[src/rtl/hilo_div_ctrl_pkg.sv]
// Shared encodings for the HI/LO divide sequencer: FSM states and the ALU op codes it serves.
package hilo_div_ctrl_pkg;

    typedef enum logic [1:0] {
        ST_IDLE = 2'd0,
        ST_CALC = 2'd1,
        ST_FIX  = 2'd2,
        ST_DONE = 2'd3
    } state_t;

    // SPECIAL-class funct codes decoded upstream into start/is_signed
    localparam logic [5:0] OP_DIV  = 6'h1a;
    localparam logic [5:0] OP_DIVU = 6'h1b;

endpackage

[src/rtl/hilo_div_ctrl_div_step.sv]
// One restoring-division iteration: shift the next dividend bit into the partial remainder,
// trial-subtract the divisor, keep or restore, and shift the quotient bit in.
module div_step #(
    parameter int WIDTH = 32
) (
    input  logic [WIDTH-1:0] rem_i,
    input  logic [WIDTH-1:0] quo_i,
    input  logic [WIDTH-1:0] den,
    output logic [WIDTH-1:0] rem_o,
    output logic [WIDTH-1:0] quo_o
);

    logic [WIDTH:0] shifted;
    logic [WIDTH:0] diff;

    // shifted < 2*den, so a WIDTH+1 bit difference has its MSB set exactly when it went negative
    always_comb begin
        shifted = {rem_i, quo_i[WIDTH-1]};
        diff    = shifted - {1'b0, den};
        if (diff[WIDTH]) begin
            rem_o = shifted[WIDTH-1:0];
            quo_o = {quo_i[WIDTH-2:0], 1'b0};
        end else begin
            rem_o = diff[WIDTH-1:0];
            quo_o = {quo_i[WIDTH-2:0], 1'b1};
        end
    end

endmodule

[src/rtl/hilo_div_ctrl.sv]
// Multi-cycle DIV/DIVU sequencer: one quotient bit per clock, sign fix-up, then a single-cycle
// HI/LO write of {remainder, quotient}.
module hilo_div_ctrl
    import hilo_div_ctrl_pkg::*;
#(
    parameter int WIDTH = 32
) (
    input  logic               clk,
    input  logic               rst,
    input  logic               start,
    input  logic               is_signed,
    input  logic [WIDTH-1:0]   dividend,
    input  logic [WIDTH-1:0]   divisor,
    input  logic               flush,
    output logic               busy,
    output logic               done,
    output logic               dz,
    output logic               hilo_we,
    output logic [2*WIDTH-1:0] hilo_data
);

    localparam int CW = $clog2(WIDTH);
    localparam logic [CW-1:0] CNT_LAST = CW'(WIDTH - 1);
    localparam logic [CW-1:0] CNT_ONE  = CW'(1);

    state_t           state;
    logic [CW-1:0]    cnt;
    logic [WIDTH-1:0] rem, quo, den, orig;
    logic             sign_q, sign_r, dz_q;

    logic [WIDTH-1:0] a_mag, b_mag;
    logic [WIDTH-1:0] rem_nxt, quo_nxt;
    logic [WIDTH-1:0] q_fix, r_fix;

    // The most-negative value negates to itself, which is exactly its unsigned magnitude
    assign a_mag = (is_signed && dividend[WIDTH-1]) ? -dividend : dividend;
    assign b_mag = (is_signed && divisor[WIDTH-1])  ? -divisor  : divisor;

    div_step #(.WIDTH(WIDTH)) u_step (
        .rem_i (rem),
        .quo_i (quo),
        .den   (den),
        .rem_o (rem_nxt),
        .quo_o (quo_nxt)
    );

    always_comb begin
        q_fix = sign_q ? -quo : quo;
        r_fix = sign_r ? -rem : rem;
        if (dz_q) begin
            q_fix = '1;
            r_fix = orig;
        end
    end

    always_ff @(posedge clk or negedge rst) begin
        if (!rst) begin
            state     <= ST_IDLE;
            cnt       <= '0;
            rem       <= '0;
            quo       <= '0;
            den       <= '0;
            orig      <= '0;
            sign_q    <= 1'b0;
            sign_r    <= 1'b0;
            dz_q      <= 1'b0;
            busy      <= 1'b0;
            done      <= 1'b0;
            dz        <= 1'b0;
            hilo_we   <= 1'b0;
            hilo_data <= '0;
        end else begin
            done    <= 1'b0;
            hilo_we <= 1'b0;
            case (state)
                ST_IDLE, ST_DONE: begin
                    if (start && !flush) begin
                        state  <= ST_CALC;
                        busy   <= 1'b1;
                        cnt    <= CNT_LAST;
                        rem    <= '0;
                        quo    <= a_mag;
                        den    <= b_mag;
                        orig   <= dividend;
                        sign_q <= is_signed & (dividend[WIDTH-1] ^ divisor[WIDTH-1]);
                        sign_r <= is_signed & dividend[WIDTH-1];
                        dz_q   <= (divisor == '0);
                    end else begin
                        state <= ST_IDLE;
                        busy  <= 1'b0;
                    end
                end
                ST_CALC: begin
                    if (flush) begin
                        state <= ST_IDLE;
                        busy  <= 1'b0;
                    end else begin
                        rem <= rem_nxt;
                        quo <= quo_nxt;
                        cnt <= cnt - CNT_ONE;
                        if (cnt == '0) state <= ST_FIX;
                    end
                end
                ST_FIX: begin
                    busy <= 1'b0;
                    if (flush) begin
                        state <= ST_IDLE;
                    end else begin
                        state     <= ST_DONE;
                        hilo_data <= {r_fix, q_fix};
                        dz        <= dz_q;
                        done      <= 1'b1;
                        hilo_we   <= 1'b1;
                    end
                end
                default: begin
                    state <= ST_IDLE;
                    busy  <= 1'b0;
                end
            endcase
        end
    end

endmodule

[config.mk]
export PLATFORM = sky130hd
export DESIGN_NAME = hilo_div_ctrl
export DESIGN_NICKNAME = d
export VERILOG_FILES = /design/src/rtl/hilo_div_ctrl_pkg.sv /design/src/rtl/hilo_div_ctrl_div_step.sv /design/src/rtl/hilo_div_ctrl.sv
export SDC_FILE = /design/constraint.sdc
export NUM_CORES = 1
export LEC_CHECK = 0
export ABC_AREA = 1
export ABC_CLOCK_PERIOD_IN_PS = 2500
export CAP_MARGIN = 20
export CELL_PAD_IN_SITES_DETAIL_PLACEMENT = 1
export CELL_PAD_IN_SITES_GLOBAL_PLACEMENT = 2
export CORE_UTILIZATION = 32
export DETAILED_ROUTE_END_ITERATION = 10
export PLACE_DENSITY_LB_ADDON = 0.1
export SYNTH_ARGS = -nofsm -noshare
export SYNTH_HDL_FRONTEND = slang
export SYNTH_SLANG_ARGS = --single-unit
[constraint.sdc]
create_clock -name clk -period 2.5 [get_ports clk]
set_input_delay 0.5 -clock clk [delete_from_list [all_inputs] [get_ports clk]]
set_output_delay 0.5 -clock clk [all_outputs]
set_load 0.02 [all_outputs]
======== Yosys cells after proc, flatten, opt, wreduce, memory -nomap -nowiden ========
Cells that the tools add are included.
cells by class
  add/subtract/negate cells ............... 6
  $mul .................................... 0
  divide/modulo/power cells ............... 0
  $lt $le $gt $ge ......................... 0
  equality and inequality tests ........... 7
  shifts and indexed selects .............. 0
  muxes and demuxes ....................... 27
  bitwise operators ....................... 4
  reductions and logical operators ........ 12
operator list
  kind                   count
  $mux W32               11
  $neg A32 Y32           4
  $pmux W32 S2           2
  $sub A33 B32 Y33       1
  $logic_not A32 Y1      1
  $mux W5                2
  $pmux W5 S2            1
  $mux W1                6
  $mux W2                3
  $ne A2 B2 Y1 const B   3
  $pmux W2 S3            1
  $logic_not A5 Y1       1
  $sub A5 B1 Y5 const B  1
  $eq A2 B2 Y1 const B   2
  $reduce_and A2 Y1      2
  $logic_and A1 B1 Y1    3
  $ne A3 B3 Y1 const B   1
  $pmux W1 S3            1
  $reduce_and A3 Y1      1
  $and A1 B1 Y1          2
  $eq A2 B1 Y1 const B   1
  $logic_not A2 Y1       1
  $reduce_bool A2 Y1     1
  $reduce_or A2 Y1       1
  other kinds (3)        3
storage, ports and cells
  register bits after elaboration ......... 205
  latch bits .............................. 0
  memory bits (writable) .................. 0
  bits in read-only memories .............. 0
  bits of input ports ..................... 69
  output and inout port bits .............. 68
  word-level logic and storage cells ...... 69
  memories ................................ 0

======== Depth between registers and ports, before layout ========
  depth after elaboration ................. 4
  gate-level depth with buffers ........... 18
  mapped depth without buffers ............ 17

======== Hierarchy ========
A second synthesis with hierarchy kept.
second synthesis, totals
  cells, all modules ...................... 2,417
  area, all modules ....................... 15,463.6 um^2
modules (own cells, without submodules)
  module         instances  cells an instance  area an instance (um^2)  sequential area each (um^2)
  hilo_div_ctrl  1          1,703              12,067.8                 5,129.9
  div_step       1          714                3,395.8                  0.0

======== Worst setup path after synthesis ========
No wires, ideal clock.
  kind .................................... flip-flop to flip-flop
  start ................................... register quo[31]
  end ..................................... register rem[13]
  setup time .............................. 0.117 ns
  data arrival time ....................... 2.095 ns
  data required time ...................... 2.383 ns
  path slack .............................. 0.288 ns
  cell stages (with the launch flop) ...... 18
  path buffers ............................ 2
  period minus slack after synthesis ...... 2.212 ns
  path through ............................ dfrtp_1 -> inv_1 -> ha_1 -> fa_1 -> inv_1 -> nand2_1 -> nand2_1 -> nand3_1 -> nand2_2 -> nand2_1 -> nand2_2 -> nand2_4 -> nand3_2 -> buf_6 -> buf_6 -> nand3_2 -> nand3_1 -> nand2_1
on the way
  word-level cells in the longest chain between the ends .. 4
RTL lines
  what                    line                          source
  from (decl)             hilo_div_ctrl.sv:28           logic [WIDTH-1:0] rem, quo, den, orig;
  from (signal assigned)  hilo_div_ctrl.sv:82           quo <= a_mag;
  from (signal assigned)  hilo_div_ctrl.sv:99           quo <= quo_nxt;
  $sub A33 B32 Y33        hilo_div_ctrl_div_step.sv:19  diff = shifted - {1'b0, den};
  $mux W32                hilo_div_ctrl_div_step.sv:20  if (diff[WIDTH]) begin
  $mux W32                hilo_div_ctrl.sv:94           if (flush) begin
  $pmux W32 S2            hilo_div_ctrl.sv:75           case (state)
  to (signal assigned)    hilo_div_ctrl.sv:98           rem <= rem_nxt;
  to (decl)               hilo_div_ctrl.sv:28
Every way passes these cells. The select of a mux whose other input is x is not followed.
A chain may end at the register's enable or synchronous reset.

======== Final worst setup path ========
  start ................................... register den[11]
  end ..................................... register rem[26]
on the way
  word-level cells in the longest chain between the ends .. 4
RTL lines
  what                    line                          source
  from (decl)             hilo_div_ctrl.sv:28
  from (signal assigned)  hilo_div_ctrl.sv:83           den <= b_mag;
  $sub A33 B32 Y33        hilo_div_ctrl_div_step.sv:19
  $mux W32                hilo_div_ctrl_div_step.sv:20
  $mux W32                hilo_div_ctrl.sv:94
  $pmux W32 S2            hilo_div_ctrl.sv:75
Every way passes these cells. The select of a mux whose other input is x is not followed.

==> impl_summary.txt <==
----------------------------------------------------
[Status]
  Status ... finished clean

[Floorplan]
  Count of pins on the block boundary ... about 140
  Vertical die dimension ... ~220 um
  Horizontal extent of the die ... 215 um
  Die Area ... 46400 sq um
  Core Rows ... 77
  Floorplan Core Area ... 44600 sq um
  Starting utilization of the core area ... between 30% and 40%

[Drt]
  Wire length after detailed routing ... 56600 um
  DR WL/cell ... 18.6 um
  DRT iter0 DRCs ... 874
  Number of vias per cell ... between 4 and 5
  Iteration count of the initial detailed-routing pass ... 5
  Via count ... around 15000
  Post-route DRC violation count ... 0
  Post-DRT Antenna Nets ... 0

[Synth]
  Post-synthesis sequential area ratio ... a little over a third
  Cell count after synthesis ... about 2200
  Library cells used by synthesis ... 48
  Cell area after synthesis ... 14600 sq um
  Post-Synthesis Mean Instance Area ... 6.59 sq um
  Area share of the largest cell type after synthesis ... 35.2%
  Most area-hungry cell type in the Yosys netlist ... sky130_fd_sc_hd__dfrtp_1
  Ys flop type ... sky130_fd_sc_hd__dfrtp_1
  Number of flip-flops and latches in the synthesized netlist ... a little over 200
  Number of nets produced by synthesis ... 2322
  Post-synth EDFFs ... 0
  Post-synthesis async set-or-reset flop share ... 100%
  Top area cells in the synthesized netlist ... sky130_fd_sc_hd__dfrtp_1 35%, sky130_fd_sc_hd__nand2_1 18%, sky130_fd_sc_hd__inv_1 7.9%
  Total of warnings raised by yosys ... 0

[Critical path]
  Kind of cell adding the most delay to the critical path ... simple AND/OR/NAND/NOR gates
  Crit path top cell by count ... sky130_fd_sc_hd__nand2_1
  Critical path buffer and inverter count ... 4
  Cells along the critical path ... inv_1 > ha_1 > nand2_1 > inv_1 > nand2_1 > nand2_1 > a21oi_1 > nand2_2 > nand2_4 > nand2_4 > nand2_4 > buf_4 > buf_12 > nand3_1 > nand3_1 > nand2_1
  Setup Crit Path Kind ... reg -> reg
  Slowest stage cell on the critical path ... sky130_fd_sc_hd__dfrtp_1
  Endpoint arrival time on the critical path ... 2.81 ns
  Cell depth of the worst flop-to-flop path ... 16
  Startpoint class of the critical path ... register
  Startpoint of the worst setup timing path ... den[11]
  Largest fanout of any net on the critical path ... 11
  Highest cell delay on the worst timing path ... between 0.3 and 0.4 ns
  Number of logic stages on the critical path including buffering ... 16
  Worst EP required ... 2.94 ns
  Startpoint of the worst-slack reg-to-reg timing path ... den[11]
  Kind of end point of the critical path ... register

[Global routing]
  Wire length of the first global-routing pass ... approximately 90000 um
  Via count of the first global-routing pass ... 15688
  Total routing resource utilization after global routing ... 24.5%
  Overflow left after global routing ... 0
  Pin count of the biggest net entering global routing ... 71
  Number of antenna violations at the first check in global routing ... 0

[STA]
  Hold violation count in the final report ... 0
  Worst-Margin Slew ... 0.653 ns
  Worst setup margin ... 0.129 ns
  Achievable clock frequency ... 422 MHz
  Max-Slew Margin vs Limit ... 56.5%
  Max-slew violations ... 0
  Tmin final ... 2.37 ns
  Maximum clock skew at final layout ... 0.0146 ns
  Finish-stage setup viols ... 0
  Tcrit/Tclk final ... 94.9%
  Setup Total Neg Slack ... 0 ns

[Cells and area]
  Commonest non-fill, non-tap cells in the layout ... 684 x sky130_fd_sc_hd__nand2_1, 300 x sky130_fd_sc_hd__inv_1, 205 x sky130_fd_sc_hd__nor2_1
  Fraction of layout cells with a size suffix above 1 ... 9.96%
  Post-route cell area ... 18500 sq um
  Layout area overhead ... 26.6%
  Final-stage net count ... approximately 2500
  Most common cell after layout, fill and taps aside ... sky130_fd_sc_hd__nand2_1

[CTS]
  CTS clock-pin slew for the worst setup and hold paths ... ~0.060 ns
  Buffer depth of the longest clock path ... 3
  TritonCTS buffer count ... 26
  CTS Root Cell ... sky130_fd_sc_hd__clkbuf_16
  TritonCTS clock tree ... done
  Clock latency on the worst-skew pair ... 0.55 ns
  Deepest level of the CTS H-tree ... 1
  Total clock sinks ... 205

[Min path]
  Startpoint of the tightest hold check path ... hilo_data[47]
  Worst hold-check path type ... reg -> reg
  Hold depth ... 2

[Power and ir drop]
  Maximum resistive drop on vdd ... 504 uV
  Total power divided by cell area ... 712 nW/um^2
  Leakage ... approximately 9.5 nW

[Placed design]
  Hpwl dp ... 45200 um
  GPL Wtd Cong ... 0.890
  Area of placed instances ... 17300 sq um
  Worst slack after detailed placement ... -0.187 ns
  Port Buffers ... 136

[Job]
  Max-cap violations ... 0

----------------------------------------------------
-- metrics by stage --
stage	total power [mW]	hold WS, ns	util (%)	instances
floorplan	7.04	0.204	-	2212
finish	13.1	0.475	41.4	3033
detailed placement	9.14	0.466	38.9	2981
CTS	13.2	0.482	41.0	3030
global placement	9.06	0.464	38.9	2981
global route	13.9	0.499	41.4	3032
-- per-layer routing --
layer	vias up	GRT usage, %	routed length, um
met1	7307	36.5	28800
met2	251	38.0	24800
met5	-	0	0
li1	7475	-	-
met4	0	5.70	1270
met3	63	2.20	1740
-- worst reg2reg max path, delay by kind of cell, from the launching register on --
| family | cells | cell delay, ns |
|---|---|---|
| fa+ha+maj | 1 | 0.32 |
| compound gates | 1 | 0.18 |
| simple gates | 10 | 0.88 |
| flops | 1 | 0.38 |
| buf+inv | 4 | 0.52 |
-- flip-flops by register name, indices dropped and copies added (netlist names) --
name	flops
orig	32
sign_q	1
quo	32
cnt	5
dz	1
hilo_data	64
sign_r	1
state	2
dz_q	1
hilo_we	1
den	32
rem	32
busy	1
-- power by group --
group / switching, mW / leakage [nW] / total, mW / internal, mW
clock: 1.56 / 0.442 / 3.97 / 2.41
sequential: 0.490 / 2.60 / 4.52 / 4.03
combinational: 2.84 / 6.49 / 4.66 / 1.82
total: 4.89 / 9.54 / 13.1 / 8.26
-- synth_stat cells (15+ instances only) --
cell type / number
sky130_fd_sc_hd__nand2_1: 688
sky130_fd_sc_hd__inv_1: 307
sky130_fd_sc_hd__nor2_1: 210
sky130_fd_sc_hd__dfrtp_1: 205
sky130_fd_sc_hd__nand3_1: 196
sky130_fd_sc_hd__o21ai_0: 162
sky130_fd_sc_hd__a21oi_1: 63
sky130_fd_sc_hd__xor2_1: 53
sky130_fd_sc_hd__clkbuf_1: 51
sky130_fd_sc_hd__ha_1: 40
sky130_fd_sc_hd__nand4_1: 25
sky130_fd_sc_hd__o22ai_1: 24
sky130_fd_sc_hd__nor3_1: 19
sky130_fd_sc_hd__xnor2_1: 18
sky130_fd_sc_hd__o21bai_1: 15
-- path summary, 6_finish.rpt --
| path | slack, ns | end |
|---|---|---|
| max | 0.13 | rem[26] |
| min | 0.48 | hilo_data[47] |
| max reg2reg | 0.13 | rem[26] |
| min reg2reg | 0.48 | hilo_data[47] |
| max in group asynchronous | 1.26 | hilo_data[24] |
| min in group asynchronous | 0.54 | rem[2] |
-- repair_timing --
| action | 4_1_cts | 5_1_grt |
|---|---|---|
| setup endpoints to repair | 31 | 39 |
| resized for setup | 4 | 40 |
| hold buffers | 1 | 0 |
| endpoints found under the hold margin | 63 | 0 |
| buffers inserted | 0 | 0 |
| pin swaps | 0 | 1 |
| cloned | 0 | 2 |
-- layout make-up --
class / count / area [sq um]
fillers: 5658 / 26100
multi-input cells: 1618 / 8100
flip-flops and latches: 205 / 5130
repair buffers: 252 / 2380
inverters: 317 / 1190
clock buffers: 38 / 797
well taps: 592 / 741
clock inverters: 10 / 111
diodes: 1 / 2.50
-- kinds of logic after synthesis --
kind of cell	count (synthesis)	synth area share [%]
and+or+nand+nor	1190	34.3
buffers and inverters	389	10.4
adders and majority gates	41	3.57
DFF	205	35.2
AOI/OAI and AO/OA	316	12.2
xor gates and xnor gates	71	4.27
No activity file was read; power rests on OpenSTA's default activity.
